==> config.mk <==
export PLATFORM = sky130hd
export DESIGN_NAME = upower_sequencer
export DESIGN_NICKNAME = d
export VERILOG_FILES = /design/src/rtl/upower_defs.sv /design/src/rtl/upower_pc_next.sv /design/src/rtl/upower_sequencer.sv
export SDC_FILE = /design/constraint.sdc
export NUM_CORES = 1
export LEC_CHECK = 0
export ABC_AREA = 1
export CAP_MARGIN = 20
export CORE_UTILIZATION = 40
export CTS_CLUSTER_DIAMETER = 120
export DETAILED_ROUTE_END_ITERATION = 6
export SKIP_CTS_REPAIR_TIMING = 1
export SYNTH_ARGS = -nofsm -noshare
export SYNTH_HDL_FRONTEND = slang
export SYNTH_SLANG_ARGS = --single-unit
==> constraint.sdc <==
create_clock -name clock -period 3.1 [get_ports clock]
set_clock_uncertainty 0.1 [all_clocks]
set_input_delay 0.465 -clock clock [delete_from_list [all_inputs] [get_ports clock]]
set_output_delay 0.465 -clock clock [all_outputs]
set_load 0.02 [all_outputs]
==> src/rtl/upower_defs.sv <==
// -----------------------------------------------------------------------------
// upower_defs
// Shared definitions for the uPower multi-cycle control path.
//   - state_e  : sequencer state encodings (also exported on state_o)
//   - OPC_B    : primary opcode of the I-form unconditional branch
//   - PC_W_DEF : default program counter width (word-indexed)
// No ports; imported by upower_pc_next and upower_sequencer.
// -----------------------------------------------------------------------------
package upower_defs;

  localparam int         PC_W_DEF = 32;
  localparam logic [5:0] OPC_B    = 6'd18;

  typedef enum logic [2:0] {
    ST_IDLE   = 3'd0,
    ST_FETCH  = 3'd1,
    ST_DECODE = 3'd2,
    ST_EXEC   = 3'd3,
    ST_MEM    = 3'd4,
    ST_WB     = 3'd5,
    ST_FAULT  = 3'd6
  } state_e;

endpackage

==> src/rtl/upower_pc_next.sv <==
// -----------------------------------------------------------------------------
// upower_pc_next
// Combinational next-PC calculation, shared with the pipelined core.
//   pc         in  PC_W  current instruction address
//   opcode     in  6     primary opcode (OPC_B selects the absolute jump)
//   li         in  24    I-form target, zero-extended
//   bd         in  14    B-form displacement, signed, relative to pc+1
//   branch_req in  1     conditional branch requested
//   alu_zero   in  1     branch condition
//   pc_next    out PC_W  address of the following instruction
// All arithmetic wraps modulo 2^PC_W.
// -----------------------------------------------------------------------------
module upower_pc_next
  import upower_defs::*;
#(
  parameter int PC_W = PC_W_DEF
) (
  input  logic [PC_W-1:0] pc,
  input  logic [5:0]      opcode,
  input  logic [23:0]     li,
  input  logic [13:0]     bd,
  input  logic            branch_req,
  input  logic            alu_zero,
  output logic [PC_W-1:0] pc_next
);

  logic [PC_W-1:0] pc_seq;
  logic [PC_W-1:0] li_ext;
  logic [PC_W-1:0] bd_ext;

  assign pc_seq = pc + PC_W'(1);
  assign li_ext = PC_W'({8'b0, li});
  // Size cast of a signed operand sign-extends the displacement.
  assign bd_ext = PC_W'($signed(bd));

  // The absolute jump takes priority over a taken conditional branch.
  always_comb begin
    pc_next = pc_seq;
    if (opcode == OPC_B) begin
      pc_next = li_ext;
    end else if (branch_req && alu_zero) begin
      pc_next = pc_seq + bd_ext;
    end
  end

endmodule

==> src/rtl/upower_sequencer.sv <==
// -----------------------------------------------------------------------------
// upower_sequencer
// Multi-cycle control FSM of the uPower core: sequences FETCH, DECODE, EXEC,
// MEM and WB, gates the datapath enables by state and owns the PC.
//
// Ports
//   clock, reset            rising-edge clock, synchronous active-high reset
//   run                     leave IDLE / keep sequencing while high
//   opcode, li, bd          decoded instruction fields
//   reg_write_req, mem_read_req, mem_write_req, branch_req
//                           control-unit requests for the current instruction
//   alu_zero                ALU result equals zero
//   mem_ack                 data memory has completed the access
//   pc                      current instruction address
//   ir_load, reg_read_en, alu_en, mem_read_en, mem_write_en, reg_write_en
//                           per-stage datapath enables (Moore, from state)
//   state_o                 current state encoding (upower_defs::state_e)
//   fault                   sticky memory-timeout fault
//   retired                 instructions retired, wraps at 2^32
//   stall_cycles, cycle_count
//                           only with UPOWER_SEQ_PERF_EN defined
//
// Memory handshake: in MEM the strobe is held every cycle until mem_ack is
// sampled high at a rising edge; that edge completes the access. A write
// request suppresses the read strobe.
//
// Build option: define UPOWER_SEQ_PERF_EN to add the MEM-stall and
// non-IDLE cycle counters.
// -----------------------------------------------------------------------------
module upower_sequencer
  import upower_defs::*;
#(
  parameter int              PC_W        = PC_W_DEF,
  parameter logic [PC_W-1:0] RESET_PC    = '0,
  parameter int              MEM_TIMEOUT = 15
) (
  input  logic            clock,
  input  logic            reset,
  input  logic            run,
  input  logic [5:0]      opcode,
  input  logic [23:0]     li,
  input  logic [13:0]     bd,
  input  logic            reg_write_req,
  input  logic            mem_read_req,
  input  logic            mem_write_req,
  input  logic            branch_req,
  input  logic            alu_zero,
  input  logic            mem_ack,
  output logic [PC_W-1:0] pc,
  output logic            ir_load,
  output logic            reg_read_en,
  output logic            alu_en,
  output logic            mem_read_en,
  output logic            mem_write_en,
  output logic            reg_write_en,
  output logic [2:0]      state_o,
  output logic            fault,
  output logic [31:0]     retired
`ifdef UPOWER_SEQ_PERF_EN
  ,
  output logic [31:0]     stall_cycles,
  output logic [31:0]     cycle_count
`endif
);

  // The wait counter holds the number of no-ack MEM cycles already seen, so
  // the MEM_TIMEOUT-th such cycle is the one where it equals MEM_TIMEOUT-1.
  // An ack in that same cycle still completes the access.
  localparam bit          TIMEOUT_EN = (MEM_TIMEOUT != 0);
  localparam logic [31:0] WAIT_LAST  = 32'(MEM_TIMEOUT - 1);

  state_e          state_q, state_d;
  logic [PC_W-1:0] pc_q, pc_d, pc_next;
  logic [31:0]     retired_q, retired_d;
  logic [31:0]     wait_q, wait_d;
  logic            fault_q, fault_d;
  logic            retire;

  upower_pc_next #(.PC_W(PC_W)) u_pc_next (
    .pc         (pc_q),
    .opcode     (opcode),
    .li         (li),
    .bd         (bd),
    .branch_req (branch_req),
    .alu_zero   (alu_zero),
    .pc_next    (pc_next)
  );

  always_ff @(posedge clock) begin
    if (reset) begin
      state_q   <= ST_IDLE;
      pc_q      <= RESET_PC;
      retired_q <= '0;
      wait_q    <= '0;
      fault_q   <= 1'b0;
    end else begin
      state_q   <= state_d;
      pc_q      <= pc_d;
      retired_q <= retired_d;
      wait_q    <= wait_d;
      fault_q   <= fault_d;
    end
  end

  always_comb begin
    state_d      = state_q;
    pc_d         = pc_q;
    retired_d    = retired_q;
    wait_d       = wait_q;
    fault_d      = fault_q;
    retire       = 1'b0;
    ir_load      = 1'b0;
    reg_read_en  = 1'b0;
    alu_en       = 1'b0;
    mem_read_en  = 1'b0;
    mem_write_en = 1'b0;
    reg_write_en = 1'b0;

    case (state_q)
      ST_IDLE: begin
        if (run) state_d = ST_FETCH;
      end
      ST_FETCH: begin
        ir_load = 1'b1;
        state_d = ST_DECODE;
      end
      ST_DECODE: begin
        reg_read_en = 1'b1;
        state_d     = ST_EXEC;
      end
      ST_EXEC: begin
        alu_en = 1'b1;
        if (mem_read_req || mem_write_req) begin
          state_d = ST_MEM;
          wait_d  = '0;
        end else if (reg_write_req) begin
          state_d = ST_WB;
        end else begin
          retire = 1'b1;
        end
      end
      ST_MEM: begin
        mem_write_en = mem_write_req;
        mem_read_en  = mem_read_req && !mem_write_req;
        wait_d       = wait_q + 32'd1;
        if (mem_ack) begin
          if (reg_write_req) state_d = ST_WB;
          else               retire  = 1'b1;
        end else if (TIMEOUT_EN && (wait_q == WAIT_LAST)) begin
          state_d = ST_FAULT;
          fault_d = 1'b1;
        end
      end
      ST_WB: begin
        reg_write_en = 1'b1;
        retire       = 1'b1;
      end
      ST_FAULT: begin
        state_d = ST_FAULT;
      end
      default: begin
        state_d = ST_IDLE;
      end
    endcase

    // Retirement is a transition: commit the PC and count the instruction.
    if (retire) begin
      pc_d      = pc_next;
      retired_d = retired_q + 32'd1;
      state_d   = run ? ST_FETCH : ST_IDLE;
    end
  end

  assign pc      = pc_q;
  assign state_o = state_q;
  assign fault   = fault_q;
  assign retired = retired_q;

`ifdef UPOWER_SEQ_PERF_EN
  logic [31:0] stall_q;
  logic [31:0] cycle_q;

  always_ff @(posedge clock) begin
    if (reset) begin
      stall_q <= '0;
      cycle_q <= '0;
    end else begin
      if ((state_q == ST_MEM) && !mem_ack) stall_q <= stall_q + 32'd1;
      if (state_q != ST_IDLE)              cycle_q <= cycle_q + 32'd1;
    end
  end

  assign stall_cycles = stall_q;
  assign cycle_count  = cycle_q;
`endif

endmodule

## Word-level counts from Yosys, hierarchy flattened

Index checks and enable logic that the tools add are counted.

| cells by class | value |
|---|---|
| add/subtract/negate cells | 4 |
| multipliers | 0 |
| div/mod/pow operators | 0 |
| $lt $le $gt $ge | 0 |
| equality and inequality tests | 12 |
| shift operators | 0 |
| muxes and demuxes | 22 |
| bitwise operators | 1 |
| reduce and logical (&&, ||, !) cells | 9 |

Operator list:

| cell | number |
|---|---|
| 32-bit by 1-bit adder with 32-bit output, second input constant | 3 |
| 32-bit two-way mux | 3 |
| 32-bit case mux with 2 select lines | 1 |
| 32-bit adder | 1 |
| 32-bit by 4-bit equality test with 1-bit output, second input constant | 1 |
| 3-bit case mux with 7 select lines | 1 |
| 3-bit two-way mux | 6 |
| 1-bit two-way mux | 10 |
| 3-bit equality test, second input constant | 3 |
| 3-bit by 2-bit equality test with 1-bit output, second input constant | 2 |
| 6-bit by 5-bit equality test with 1-bit output, second input constant | 1 |
| 3-bit AND reduction | 2 |
| 2-bit inequality test, second input constant | 2 |
| 4-bit inequality test, second input constant | 1 |
| 3-bit by 1-bit equality test with 1-bit output, second input constant | 1 |
| 3-bit logical NOT | 1 |
| 3-bit inequality test, second input constant | 1 |
| 1-bit case mux with 3 select lines | 1 |
| 1-bit logical AND | 2 |
| 2-bit AND reduction | 1 |
| 2-bit nonzero test | 1 |
| 1-bit logical NOT | 1 |
| 1-bit logical OR | 1 |
| 1-bit NOT | 1 |

| word-level totals | value |
|---|---|
| register bits | 100 |
| latch bits | 0 |
| bits in writable memories | 0 |
| ROM bits | 0 |
| input bits | 53 |
| memories | 0 |

## Logic depth before layout (Yosys ltp)

Gate-level depths: netlist of run 1.

| depth | value |
|---|---|
| depth after elaboration | 5 |
| mapped depth | 24 |
| gate-level depth less buffers | 24 |

## Modules after synthesis

A second synthesis of run 1 with hierarchy kept.

| second synthesis, totals | value |
|---|---|
| cell total of the unflattened synthesis | 1,662 |
| area, all modules | 9,182.6 um2 |

By module, submodules not included:

| module | times used | cells an instance | area an instance (um2) | seq. area each (um2) |
|---|---|---|---|---|
| upower_sequencer | 1 | 862 | 5,316.3 | 2,001.9 |
| upower_pc_next | 1 | 800 | 3,866.2 | 0.0 |

## Least setup slack after synthesis of run 1

OpenSTA, ideal clock, no wires.

| path | value |
|---|---|
| path type | register -> register |
| from | register pc_q[0], in the netlist pc[0] |
| to | register pc_q[26], in the netlist pc[26] |
| library setup time | 0.112 ns |
| arrival | 2.734 ns |
| required time | 2.888 ns |
| setup slack | 0.154 ns |
| cell stages (with the launch flop) | 17 |
| buffers on the path | 0 |
| cells stage by stage | dfxtp_1 > ha_1 > nand2_1 > nor2_1 > nand2_1 > nor3_1 > nand4_1 > nand2_1 > inv_1 > ha_1 > nand2_1 > nor4_1 > nand3_1 > nand3_1 > nand3_1 > nand2_1 > nand2_1 |

| on the way | value |
|---|---|
| word-level cells in the longest chain between the ends | 4 |

RTL lines:

| element | line | source |
|---|---|---|
| start, declared | upower_sequencer.sv:73 | `logic [PC_W-1:0] pc_q, pc_d, pc_next;` |
| start signal, assigned | upower_sequencer.sv:98 | `pc_q <= pc_d;` |
| 32-bit by 1-bit adder with 32-bit output * | upower_pc_next.sv:31 | `assign pc_seq = pc + PC_W'(1);` |
| 32-bit adder | upower_pc_next.sv:42 | `pc_next = pc_seq + bd_ext;` |
| 32-bit two-way mux * | upower_pc_next.sv:41 | `end else if (branch_req && alu_zero) begin` |
| 32-bit two-way mux * | upower_pc_next.sv:39 | `if (opcode == OPC_B) begin` |

Mark *: on every way between the ends. The rest lies on a longest branch, timed or not.
A chain may end at the register's enable or synchronous reset.

## Final worst setup path of run 1

| path | value |
|---|---|
| from | register pc_q[6], in the netlist pc[6] |
| to | register pc_q[22], in the netlist pc[22] |

Same word-level chain as after synthesis.

==> results of run 1 <==
## cells in the mapped netlist, drive strengths merged, types with 7 or more instances
| cell type | count |
|---|---|
| nor4 | 9 |
| inv | 221 |
| nor3 | 50 |
| ha | 41 |
| nand4 | 30 |
| xnor2 | 14 |
| xor2 | 25 |
| buf | 11 |
| dfxtp | 100 |
| clkbuf | 18 |
| nand3 | 117 |
| a31oi | 7 |
| a21oi | 95 |
| nor2 | 202 |
| nand3b | 9 |
| nand2 | 576 |
| o21ai | 44 |
## power by group through the flow
stage / registers (W) / clock network, W / logic, W
finish: 0.00133 / 0.00124 / 0.000588
global route: 0.00133 / 0.00131 / 0.000647
CTS: 0.00133 / 0.00126 / 0.000553
detailed placement: 0.00136 / 0 / 0.000550
global placement: 0.00136 / 0 / 0.000548
floorplan: 0.00137 / 0 / 0.000268
## worst paths after layout
| check | end | depth (start not counted) | startpoint | slack [ns] |
|---|---|---|---|---|
| worst max-delay path | pc[22] | 23 | pc[6] | 0.13 |
| worst min register to register | wait_q[30] | 2 | wait_q[30] | 0.37 |
| worst min-delay path | wait_q[30] | 2 | wait_q[30] | 0.37 |
| worst max register to register | pc[22] | 23 | pc[6] | 0.13 |
## worst max-delay path: stages, from the launching register on
cell,delay [ns]
dfxtp_2,0.34
buf_6,0.12
nand2_1,0.09
nor2_2,0.17
buf_4,0.14
nand2_1,0.05
nor2_2,0.12
nand2_1,0.06
nand2_1,0.07
nand2_2,0.07
inv_1,0.11
ha_4,0.22
buf_4,0.15
nand2_1,0.11
inv_1,0.05
nand2_1,0.06
nand2_1,0.08
a21oi_2,0.22
buf_4,0.16
nand3_1,0.06
nand2_1,0.06
nand3_1,0.06
nand2_1,0.10
a21oi_1,0.06
## registers in the layout, indices dropped and copies added (netlist names)
name / count
fault: 1
pc: 32
retired: 32
state_o: 3
wait_q: 32
## metrics by stage
stage	total power (W)	setup TNS, ns	setup slack, ns	util	hold WS [ns]
CTS	0.003139	-0.2310	-0.1323	0.5289	0.3739
global placement	0.001904	-0.1613	-0.1516	0.5148	0.3538
floorplan	0.001638	0	0.1540	-	0.3453
global route	0.003285	-0.1598	-0.05526	0.5488	0.4078
detailed placement	0.001907	-0.1093	-0.1093	0.5148	0.3614
finish	0.003157	0	0.1338	0.5488	0.3671
## layout by cell type (no fill, tap or decap), drive strengths merged
cell | Yosys | routed
nor2 | 202 | 202
o21ai | 44 | 44
ha | 41 | 41
nand2 | 576 | 576
a221oi | 3 | 3
clkinv | 4 | 5
a21o | 1 | 1
o311ai | 1 | 1
o22ai | 3 | 3
xor2 | 25 | 25
nand3 | 117 | 117
nor3b | 6 | 6
a31oi | 7 | 7
a22oi | 1 | 1
nand4 | 30 | 30
a211oi | 4 | 4
dfxtp | 100 | 100
nand3b | 9 | 9
or2 | 6 | 6
bufinv | 0 | 1
nor4 | 9 | 9
xnor2 | 14 | 14
inv | 221 | 223
o21bai | 6 | 6
nor3 | 50 | 50
fa | 1 | 1
o31ai | 1 | 1
clkbuf | 18 | 10
clkdlybuf4s50 | 0 | 125
clkinvlp | 0 | 2
a21oi | 95 | 95
o211ai | 4 | 4
buf | 11 | 110
## final cells by class
type	instances	area share
inverter	225	0.07008
multi-input combinational	1256	0.5330
sequential	100	0.1674
timing repair buffer	235	0.1748
clock inverter	6	0.005814
clock buffer	10	0.01983
tap	280	0.02907
## logic make-up after synthesis
| family | synth area share |
|---|---|
| xor gates and xnor gates | 0.03790 |
| and+or+nand+nor | 0.4703 |
| DFF | 0.2221 |
| buffers and inverters | 0.1072 |
| adders and majority gates | 0.05913 |
| AOI/OAI and AO/OA | 0.1034 |
## layer usage
layer | vias to the layer above | wire length, µm | GRT usage
met5 | - | 0 | 0
met4 | 0 | 708 | 0.07483
met2 | 384 | 14350 | 0.4558
li1 | 5568 | - | -
met3 | 43 | 2199 | 0.04507
met1 | 4818 | 15590 | 0.3936
==> results.sh, run 1 <==
export IMPL_syn_avg_cell_area_um2=5.599
export IMPL_final_cell_count_no_fill=2112
export IMPL_grt_max_degree=47
export IMPL_power_leakage_nw=5.454
export IMPL_regArea_um2=2017
export IMPL_synth_top_cell_by_area="nand2_1"
export IMPL_synth_seq_area_share=0.2221
export IMPL_dp_cells=2091
export IMPL_drt_iter0_markers=847
export IMPL_rsz0062_at_grt="true"
export IMPL_clock_root_buffer="clkbuf_16"
export IMPL_fillers=2270
export IMPL_synth_flop_cell="dfxtp_1"
export IMPL_routed_wirelength_mm=32.85
export IMPL_synth_area_leaders="nand2_1, dfxtp_1, inv_1"
export IMPL_worstPathMaxFanout=4
export IMPL_insertion_delay_ns=0.36
export IMPL_worst_setup_path_type="reg2reg"
export IMPL_coreArea_um2=21960
export IMPL_final_area_um2=12050
export IMPL_synth_edf_count=0
export IMPL_htree_levels=3
export IMPL_finalWeightedCongestion=0.9509
export IMPL_io_pins=127
export IMPL_tightest_slew_ns=0.8890
export IMPL_required_ns=3.24
export IMPL_cp_end_kind="flop"
export IMPL_place_area_um2=11300
export IMPL_hold_viol=0
export IMPL_hold_path_class="reg2reg"
export IMPL_layout_drive_gt1_share=0.1283
export IMPL_p_int_w=0.002207
export IMPL_setup_viol=0
export IMPL_swShare=0.3008
export IMPL_post_drt_via_cell_ratio=5.120
export IMPL_finalCritPeriodShare=0.9568
export IMPL_routedWlPerCell_um=15.55
export IMPL_dieArea_um2=23140
export IMPL_switchingPower_w=0.0009494
export IMPL_io_buffers=126
export IMPL_slew_violations=0
export IMPL_clockPowerShare=0.393
export IMPL_grt_pass1_vias=10010
export IMPL_cellPowerDensity_nw_per_um2=261.9
export IMPL_start_util=0.4105
export IMPL_cp_start_kind="flop"
export IMPL_synth_nets=1705
export IMPL_cts_buffers=9
export IMPL_synth_seq_cells=100
export IMPL_fmax_ghz=0.3371
export IMPL_row_count=54
export IMPL_antenna_found_initial=0
export IMPL_cts_sinks=100
export IMPL_die_w_um=152.1
export IMPL_path_clk_slew_ns=0.08
export IMPL_drc_errors=17
export IMPL_maxCapViolCount=0
export IMPL_area_growth_pct=33.70
export IMPL_peakVddDrop_mv=0.2156
export IMPL_cts_max_path_buffers=2
export IMPL_synth_area_um2=9014
export IMPL_drt_pass1_iterations=7
export IMPL_critical_path_arrival_ns=3.10
export IMPL_grt_pass1_wl_mm=52.86
export IMPL_grt_use_total=0.2841
export IMPL_ant_nets=0
export IMPL_syn_inst=1610
export IMPL_vias=10810
export IMPL_grt_remaining_overflow=0
export IMPL_multiInputGateArea_um2=6424
export IMPL_seq_power_share=0.420
export IMPL_pwr_share_comb=0.186
export IMPL_violations="design-rule violations"
export IMPL_synth_warnings=0
export IMPL_hpwlAfterDp_mm=25.76
export IMPL_fin_crit_ns=2.966
export IMPL_synth_async_reset_ratio=0
export IMPL_cts_tree="done"
export IMPL_diodes=0
export IMPL_die_y_um=152.1
export IMPL_status="complete, but fails checks"
export IMPL_slew_headroom=0.4037
export IMPL_synthDistinctLibCells=41
export IMPL_nNetsFinal=1922
export IMPL_synth_top_area_frac=0.2378
No activity file was read; power rests on OpenSTA's default activity.
==> run 2, diff against run 1 <==
--- a/config.mk
+++ b/config.mk
@@ -7,7 +7,7 @@
 export LEC_CHECK = 0
 export ABC_AREA = 1
 export CAP_MARGIN = 20
-export CORE_UTILIZATION = 40
+export CORE_UTILIZATION = 30
 export CTS_CLUSTER_DIAMETER = 120
 export DETAILED_ROUTE_END_ITERATION = 6
 export SKIP_CTS_REPAIR_TIMING = 1
==> run 2 against run 1 <==
Net effect:
- the run now ends clean
- setup slack lost 0.016 ns
- design area grew 1.8%
- final cell count is 5.1% higher
- wire length up 3.9%
- register-to-register slack lost 0.02 ns
==> results.sh, run 2 (synthesis gave the netlist of run 1 again) <==
export IMPL_status="finished clean"
export IMPL_slowest_delay_ns=0.37
export IMPL_die_y_um=175.3
export IMPL_routed_wirelength_mm=34.12
export IMPL_post_drt_via_cell_ratio=4.890
export IMPL_rsz0062_at_grt="true"
export IMPL_slew_violations=0
export IMPL_finalPower_w=0.003116
export IMPL_row_count=63
export IMPL_cellPowerDensity_nw_per_um2=254.0
export IMPL_path_clk_slew_ns=0.09
export IMPL_cp_start_kind="flop"
export IMPL_setup_viol=0
export IMPL_power_leakage_nw=5.456
export IMPL_finalCritPeriodShare=0.9621
export IMPL_required_ns=3.22
export IMPL_hpwlAfterDp_mm=27.05
export IMPL_grt_max_degree=35
export IMPL_ant_nets=0
export IMPL_hold_depth=2
export IMPL_worstPathMaxFanout=5
export IMPL_finalHoldWorstSlack_ns=0.3714
export IMPL_dp_cells=2200
export IMPL_cts_tree="done"
export IMPL_use_met1=0.3016
export IMPL_antenna_found_initial=0
export IMPL_grt_pass1_vias=10030
export IMPL_area_growth_pct=36.08
export IMPL_cp_end_kind="flop"
export IMPL_drc_errors=0
export IMPL_use_met2=0.3548
export IMPL_grt_use_total=0.2212
export IMPL_rr_endpoint="pc[11]"
export IMPL_critPathMostFrequentCell="nand2_1"
export IMPL_place_area_um2=11450
export IMPL_nNetsFinal=1919
export IMPL_finalWeightedCongestion=0.9393
export IMPL_cts_sinks=100
export IMPL_vias=10850
export IMPL_r2r_start="pc[3]"
export IMPL_cts_buffers=9
export IMPL_met3_usage=0.02814
export IMPL_io_pins=127
export IMPL_insertion_delay_ns=0.37
export IMPL_crit_buf_inv=2
export IMPL_path_delay_family="simple AND/OR/NAND/NOR gates"
export IMPL_clock_root_buffer="clkbuf_16"
export IMPL_peakVddDrop_mv=0.2504
export IMPL_cp_cell_sequence="buf_4 -> nand2_1 -> nor2_1 -> nand2_2 -> buf_4 -> xnor2_1 -> ha_1 -> nand2_1 -> nor2_1 -> nand2_1 -> nand2_1 -> nand2_1 -> nand2_1 -> nand2_1 -> nand3_1 -> nand3_1 -> nand2_1 -> nand2_1"
export IMPL_layout_drive_gt1_share=0.1405
export IMPL_grt_remaining_overflow=0
export IMPL_diodes=0
export IMPL_htree_levels=3
export IMPL_drt_pass1_iterations=7
export IMPL_fmax_ghz=0.3353
export IMPL_holdPathEnd="wait_q[30]"
export IMPL_start_util=0.3049
export IMPL_slowest_stage="dfxtp_1"
export IMPL_routedWlPerCell_um=15.38
export IMPL_fin_crit_ns=2.983
export IMPL_final_area_um2=12270
export IMPL_layout_commonest_cell="nand2_1"
export IMPL_grt_pass1_wl_mm=53.28
export IMPL_layout_common_cells="nand2_1, inv_1, nor2_1"
export IMPL_grt_busiest_layer="met2"
export IMPL_drt_iter0_markers=856
export IMPL_coreArea_um2=29560
export IMPL_r2r_slack_ns=0.12
export IMPL_tightest_slew_ns=0.6327
export IMPL_dieArea_um2=30740
export IMPL_cts_max_path_buffers=2
export IMPL_hold_viol=0
export IMPL_setup_tns_ns=0
export IMPL_final_cell_count_no_fill=2219
export IMPL_hold_path_class="reg2reg"
export IMPL_crit_cells=18
export IMPL_slew_headroom=0.5782
export IMPL_worst_setup_path_type="reg2reg"
export IMPL_critical_path_arrival_ns=3.10
export IMPL_hp_start="wait_q[30]"
export IMPL_reg2reg_depth=18
export IMPL_io_buffers=126
export IMPL_die_w_um=175.3
export IMPL_maxCapViolCount=0
==> run 2: worst min-delay path, stage by stage, from the launching register on <==
cell and delay [ns]:
dfxtp_1 0.32, nand2_1 0.06, a21oi_1 0.06
==> run 2: worst max path at each step <==
stage,startpoint,to,slack [ns]
floorplan,pc[0],pc[26],0.15
global placement,pc[8],pc[21],-0.28
detailed placement,pc[2],pc[21],-0.29
CTS,pc[2],pc[21],-0.33
global route,pc[0],pc[29],-0.07
finish,pc[3],pc[11],0.12
==> run 2: metal layers <==
metal,vias to the layer above,wire [µm]
met3,63,2300
met1,4838,15740
li1,5559,-
met2,391,14950
met5,-,0
met4,0,1128
==> run 2: report_power, final <==
group          switching, W  internal, W
logic              0.000345     0.000242
registers         0.0000277      0.00130
clock network      0.000628     0.000577
==> run 2: area by class of cell <==
cell class,instances,area [µm²]
clock buffers,9,225.2
clock inverters,7,80.08
fillers,3159,17290
inverters,225,844.6
multi-input cells,1256,6492
flip-flops and latches,100,2034
well taps,390,488.0
repair buffers,232,2101
==> run 2: metrics by stage <==
step	worst slack, ns	utilization
5_1_grt	-0.06619	0.4149
4_1_cts	-0.3259	0.3977
2_1_floorplan	0.1540	-
3_5_place_dp	-0.2860	0.3873
3_3_place_gp	-0.2813	0.3873
6_report	0.1174	0.4149
